[config.mk]
export PLATFORM = sky130hd
export DESIGN_NAME = grid_scan
export DESIGN_NICKNAME = d
export VERILOG_FILES = /design/src/rtl/gol_pkg.sv /design/src/rtl/grid_scan.sv
export SDC_FILE = /design/constraint.sdc
export NUM_CORES = 1
export LEC_CHECK = 0
export ABC_AREA = 1
export BUFFER_PORTS_ARGS = -buffer_cell sky130_fd_sc_hd__buf_2
export CAP_MARGIN = 25
export CORE_ASPECT_RATIO = 0.6
export CORE_MARGIN = 2
export CORE_UTILIZATION = 54
export DETAILED_ROUTE_END_ITERATION = 16
export GPL_ROUTABILITY_DRIVEN = 0
export GPL_TIMING_DRIVEN = 0
export PLACE_DENSITY = 0.81
export SETUP_SLACK_MARGIN = 0.15
export SLEW_MARGIN = 15
export SYNTH_ARGS = -nofsm -noshare
export SYNTH_HDL_FRONTEND = slang
export SYNTH_SLANG_ARGS = --single-unit
[constraint.sdc]
create_clock -name clk -period 1.5 [get_ports clk]
set_input_delay 0.15 -clock clk [delete_from_list [all_inputs] [get_ports clk]]
set_output_delay 0.15 -clock clk [all_outputs]
set_load 0.05 [all_outputs]
[src/rtl/gol_pkg.sv]
// Shared Game-of-Life constants and the display-scan state encoding.
package gol_pkg;
  localparam int GRID_ROWS = 16;
  localparam int GRID_COLS = 16;
  localparam int GRID_W    = GRID_ROWS * GRID_COLS;

  typedef enum logic [1:0] {SCAN_IDLE, SCAN_LOAD, SCAN_SHOW, SCAN_BLANK} scan_state_e;
endpackage

[src/rtl/grid_scan.sv]
// Row-multiplexed LED matrix scanner; snapshots the generation grid once per frame.
module grid_scan
  import gol_pkg::*;
#(
  parameter int ROWS  = GRID_ROWS,
  parameter int COLS  = GRID_COLS,
  parameter int DWELL = 1000,
  parameter int BLANK = 8
) (
  input  logic                    clk,
  input  logic                    reset,
  input  logic [ROWS*COLS-1:0]    grid_in,
  input  logic                    enable,
  output logic [ROWS-1:0]         row_sel,
  output logic [COLS-1:0]         col_data,
  output logic [$clog2(ROWS)-1:0] row_idx,
  output logic                    frame_done,
  output logic                    busy
);
  localparam int RW   = $clog2(ROWS);
  localparam int CMAX = (DWELL > BLANK) ? DWELL : BLANK;
  localparam int CW   = $clog2(CMAX + 1);

  scan_state_e          state, nxt;
  logic [CW-1:0]        cnt;
  logic [RW-1:0]        row;
  logic [ROWS*COLS-1:0] shadow;
  logic                 show_end, blank_end, row_end, last_row;

  assign show_end  = (state == SCAN_SHOW) && (cnt == CW'(DWELL - 1));
  assign blank_end = (BLANK > 0) && (state == SCAN_BLANK) && (cnt == CW'(BLANK - 1));
  // With no blank gap the row finishes on its last lit cycle.
  assign row_end   = (BLANK == 0) ? show_end : blank_end;
  assign last_row  = (row == RW'(ROWS - 1));

  always_comb begin
    nxt = state;
    unique case (state)
      SCAN_IDLE:  if (enable) nxt = SCAN_LOAD;
      SCAN_LOAD:  nxt = SCAN_SHOW;
      SCAN_SHOW:  if (show_end) begin
                    if (BLANK > 0)     nxt = SCAN_BLANK;
                    else if (!last_row) nxt = SCAN_SHOW;
                    else               nxt = enable ? SCAN_LOAD : SCAN_IDLE;
                  end
      SCAN_BLANK: if (blank_end) begin
                    if (!last_row) nxt = SCAN_SHOW;
                    else           nxt = enable ? SCAN_LOAD : SCAN_IDLE;
                  end
      default:    nxt = SCAN_IDLE;
    endcase
  end

  always_ff @(posedge clk) begin
    if (!reset) begin
      state  <= SCAN_IDLE;
      cnt    <= '0;
      row    <= '0;
      shadow <= '0;
    end else begin
      state <= nxt;
      if ((state == SCAN_SHOW || state == SCAN_BLANK) && !show_end && !blank_end)
        cnt <= cnt + CW'(1);
      else
        cnt <= '0;
      // Grid is captured only here so a frame never mixes two generations.
      if (state == SCAN_LOAD) begin
        shadow <= grid_in;
        row    <= '0;
      end else if (row_end) begin
        row <= last_row ? '0 : row + RW'(1);
      end
    end
  end

  assign row_sel    = (state == SCAN_SHOW) ? (ROWS'(1) << row) : '0;
  assign col_data   = (state == SCAN_SHOW) ? shadow[COLS*row +: COLS] : '0;
  assign row_idx    = row;
  assign frame_done = row_end && last_row;
  assign busy       = (state != SCAN_IDLE);
endmodule
==> key figures, run 1 <==
Outcome
  • Status: did not finish
  • Last stage: 5_1_grt
  • Error: [ERROR DPL-0038] Utilization greater than 100%, impossible to legalize

Floorplanning
  • Die Y: 120.5 um
  • I/O Pins: 297
  • Initial Utilization: 55.23%
  • Site Rows: 42
  • Die span in x: 198.2 um

Clock network
  • H-tree levels: 1
  • CTS buffer count: 25
  • Clk root buf: clkbuf_16
  • CTS max path bufs: 3
  • CTS Sinks: 272

Yosys
  • Adder-cell share of the synthesized area: 0.7168%
  • Mapped Nets: 2,039
  • YS warnings: 0
  • Sequential fraction of the synthesis area: 44.57%
  • Syn Area/Cell: 6.891 sq um
  • Simple-gate area share of the yosys netlist: 26.29%
  • Post-synthesis cell type count: 31
  • Post-Syn Area: 0.01222 sq mm
  • Async set or reset register ratio after synthesis: 0%
  • Largest family of logic cells by synthesized area: simple AND/OR/NAND/NOR gates
  • Number of synthesized flops with an enable pin: 0
  • Post-synth top flop: dfxtp_1
  • Compound-Gate Fraction of Synth Area: 20.57%
  • Post-synthesis mux area share: 0%
  • Yosys reg bits: 272
  • Xor-xnor portion of the synthesized cell area: 0.3584%
  • Cells after synthesis: 1,773

STA
  • GRT repair_timing worst endpoint: col_data[10]
  • Worst_ep kind: primary output

Placed design
  • DP HPWL: 33,940 um
  • Placed Cells: 2,376
  • Port bufs: 295
  • Area post-placement: 0.01458 sq mm

Global route
  • Largest net degree at the start of global routing: 16
timing repair:
action                                 CTS
setup buffers                           16
setup endpoints to repair              271
gates cloned                             6
pin swaps                               38
gates resized for setup                303
endpoints found under the hold margin  256
hold buffers                           256
kinds of logic after synthesis:
kind of cell	count (synthesis)
AND/OR/NAND/NOR	834
buffers and inverters	175
adder cells (fa/ha/maj)	7
flip-flops	272
AO/OA/AOI/OAI	480
XOR/XNOR	5
cell usage after synthesis (all sizes together) (7+ instances only):
library cell / number / share of area [%]
a21oi: 29 / 1.2
buf: 81 / 4.6
clkbuf: 55 / 1.7
dfxtp: 272 / 45
ha: 7 / 0.72
inv: 37 / 1.2
nand2: 114 / 3.6
nand3: 31 / 1.3
nor2: 682 / 21
o211ai: 35 / 2.2
o21ai: 401 / 16
o22ai: 13 / 0.67
stage by stage:
| step | setup WS, ps | utilization, % |
|---|---|---|
| 2_1_floorplan | -56.59 | - |
| 4_1_cts | -869.2 | 86.85 |
| 3_3_place_gp | -834.4 | 65.89 |
| 3_5_place_dp | -844.6 | 65.89 |
==> run 2: changes to the inputs <==
--- a/config.mk
+++ b/config.mk
@@ -8,14 +8,12 @@
 export ABC_AREA = 1
 export BUFFER_PORTS_ARGS = -buffer_cell sky130_fd_sc_hd__buf_2
 export CAP_MARGIN = 25
-export CORE_ASPECT_RATIO = 0.6
 export CORE_MARGIN = 2
-export CORE_UTILIZATION = 54
+export CORE_UTILIZATION = 40
 export DETAILED_ROUTE_END_ITERATION = 16
 export GPL_ROUTABILITY_DRIVEN = 0
 export GPL_TIMING_DRIVEN = 0
-export PLACE_DENSITY = 0.81
-export SETUP_SLACK_MARGIN = 0.15
+export PLACE_DENSITY_LB_ADDON = 0.15
 export SLEW_MARGIN = 15
 export SYNTH_ARGS = -nofsm -noshare
 export SYNTH_HDL_FRONTEND = slang
==> run 2 against run 1 <==
  * The flow now finishes, with violations (negative setup slack)
  * Synthesized area unchanged
  * Synthesized cell count unchanged
==> key figures, run 2 <==
Layout
  • Final design utilization: 64.16%
  • Non-filler cells, final: 2,788
  • Final net count: 2,644
  • Most common cell after layout, fill and taps aside: nor2_1
  • Area growth, synth to finish: 56.89%
  • Max reg flops: 256
  • Fill cells: 2,549
  • Layout cell share with drive strength beyond 1: 24.77%
  • Most frequent cells in the layout: 651 x nor2_1, 295 x buf_2, 264 x dfxtp_1
  • Largest Register: shadow
  • # diodes: 0

Critical path
  • Critical Path Sink Type: output pin
  • R2r endpoint: cnt[2]
  • CP Buf/Inv Count: 4
  • R2R depth: 9
  • Cell family with most CP delay: buffers and inverters
  • CP arrival: 2350 ps
  • R2R Setup Slk: -70 ps
  • Worst EP required: 1350 ps
  • CP cell instances: buf_12 > buf_12 > buf_8 > o21ai_0 > o211ai_1 > nand3_1 > nand2_4 > buf_8
  • CP max FO: 10
  • Largest stage delay, worst path: 430 ps
  • Setup CP Type: flip-flop to output pin
  • CP max-delay cell: o211ai_1
  • Reg-to-Reg Start: state[1]
  • CP startpoint kind: flip-flop

Floorplanning
  • Die span in x: 178.8 um
  • Full die area: 0.03196 sq mm
  • Initial Utilization: 40.90%
  • CORE AREA: 0.02987 sq mm
  • Die Y: 178.8 um
  • Site Rows: 63
  • I/O Pins: 297

Yosys
  • Post-Syn Area: 0.01222 sq mm
  • Compound-Gate Fraction of Synth Area: 20.57%
  • Number of synthesized flops with an enable pin: 0
  • Post-synth top flop: dfxtp_1
  • Async set or reset register ratio after synthesis: 0%
  • Xor-xnor portion of the synthesized cell area: 0.3584%
  • Yosys reg bits: 272
  • Largest family of logic cells by synthesized area: simple AND/OR/NAND/NOR gates
  • Syn Area/Cell: 6.891 sq um
  • Top-count cell post-synth: nor2_1
  • Synth top area share: 44.57%
  • Cells after synthesis: 1,773
  • Post-synthesis mux area share: 0%
  • YS warnings: 0
  • Post-synth top cells: 679 x nor2_1, 272 x dfxtp_1, 237 x o21ai_0
  • Largest area contributor in the netlist: dfxtp_1
  • Synth top area cells: dfxtp_1 45%, nor2_1 21%, o21ai_0 9.7%
  • Mapped Nets: 2,039
  • Post-synthesis cell type count: 31
  • Sequential fraction of the synthesis area: 44.57%
  • Adder-cell share of the synthesized area: 0.7168%
  • Simple-gate area share of the yosys netlist: 26.29%

STA
  • Layout Skew: 6.625 ps
  • Tmin final: 2500 ps
  • Worst Max-Slew Pin Slew: 695.1 ps
  • Final setup margin: -1000 ps
  • Period Utilization, post-route: 166.7%
  • Final hold vios: 0
  • Max Fclk: 0.4000 GHz
  • Max transition margin: 53.66%
  • Final setup viols: 36
  • RSZ-0062 raised after global routing: true
  • Slew Limit Fails: 0

Global route
  • Vias in the first global route: 14,020
  • Global-route wire length before repair: 74,510 um
  • Initial antenna violation count: 3
  • Largest net degree at the start of global routing: 15
  • Grt ovf: 0
  • Global-route usage over all layers: 30.41%

Drt
  • WL/cell: 18.12 um
  • DRT Pass-1 Iters: 5
  • Via count: 14,460
  • Antenna Nets Post-Route: 0
  • DRT iter0 DRCs: 1,090
  • Via/cell ratio: 5.187
  • Final WL: 50,510 um
  • Residual DRC count: 0

Hold path
  • Worst Hold End: state[0]
  • HP Class: primary input to flip-flop
  • Hold_sp: enable
  • Worst hold stages: 7

Power
  • Leakage: 8.623 nW
  • Switching Fraction: 37.34%
  • Power density cells: 1440 mW/mm^2
  • Psw: 10.31 mW
  • Clock power share: 25.7%
  • Internal: 17.29 mW
  • Max IR drop VDD: 0.0009598 V
  • Combinational power share: 34.8%
  • Flop pwr share: 39.5%

Clock network
  • Clk root buf: clkbuf_16
  • CTS max path bufs: 3
  • CTS buffer count: 29
  • H-tree levels: 1
  • Clock-pin slew on the worst setup and hold paths: 70 ps
  • Worst-skew pair later-pin latency: 550 ps
  • CTS tree: yes
  • CTS Sinks: 272

Placed design
  • Port bufs: 295
  • DP HPWL: 34,210 um
  • Placed Cells: 2,458

Job
  • Max_cap viols: 0

Outcome
  • Violated checks: negative setup slack
  • Status: finished, violations left
## run 2: cell counts after synthesis
Identical to the previous run, type by type.
## run 2: cells by family after synthesis
kind of cell | Yosys count
simple gates | 834
buf+inv | 175
fa+ha+maj | 7
xor+xnor | 5
flops | 272
compound gates | 480
## run 2: power by group through the flow
stage	clock, mW	sequential [mW]	combinational [mW]
global placement	0	10.9	8.05
floorplan	0	10.4	5.86
global route	7.43	11.1	10.5
finish	7.09	10.9	9.61
CTS	7.14	10.8	9.12
detailed placement	0	10.9	8.15
## run 2: routing by layer
metal / global-route usage (%) / routed length, um / part of all wire (%) / vias to the layer above
met5: 0 / 26 / 0.051 / -
met4: 12.33 / 2135 / 4.2 / 4
met3: 4.771 / 3809 / 7.5 / 139
met2: 49.18 / 22870 / 45 / 681
met1: 40.54 / 21670 / 43 / 6618
li1: - / - / - / 7020
## run 2: worst register-to-register path, cell delays in order (launching register included)
cell and delay, ps:
dfxtp_4 390, inv_4 40, nor2_4 200, buf_6 160, buf_4 110, buf_8 140, nand2_4 70, nand2_4 90
nand2_4 90, nor3_2 200
## run 2: repair_timing
item | in CTS | in global routing
gates cloned | 1 | 2
pin swaps | 24 | 35
hold buffers | 256 | 0
gates resized for setup | 189 | 88
setup endpoints to repair | 260 | 153
hold endpoints to repair | 256 | 0
buffers inserted | 14 | 8
## run 2: worst max path at each step
stage	startpoint	to	cells past startpoint
after global routing	row_idx[0]	col_data[13]	10
after detailed placement	row_idx[0]	col_data[8]	9
after floorplan	row_idx[0]	row_sel[10]	7
after CTS	row_idx[0]	col_data[8]	10
final	row_idx[1]	col_data[12]	8
after global placement	row_idx[0]	col_data[7]	9
## run 2: area by class of cell
class	count	area [sq um]	area share [%]
multi-input combinational	1327	6518	34.00
sequential	272	5470	28.54
timing repair buffer	572	4579	23.89
buffer	136	996.0	5.196
clock buffer	43	858.3	4.478
tap	390	488.0	2.546
inverter	39	173.9	0.9073
clock inverter	8	78.83	0.4112
timing repair inverter	1	6.256	0.03264
## run 2: per-stage QoR
stage | power [mW] | cell area, sq um | setup WS, ps | setup TNS [ps] | hold slack, ps
2_1_floorplan | 16.29 | 12630 | -120.4 | -1602 | 284.9
4_1_cts | 27.07 | 18810 | -962.1 | -24550 | 31.99
5_1_grt | 29.06 | 19170 | -1049 | -27320 | 124.4
6_report | 27.60 | 19170 | -1000 | -25170 | 85.84
3_3_place_gp | 18.92 | 14590 | -764.5 | -36430 | 375.4
3_5_place_dp | 19.05 | 14590 | -796.3 | -44590 | 374.2
(Power assumes the default switching activity.)
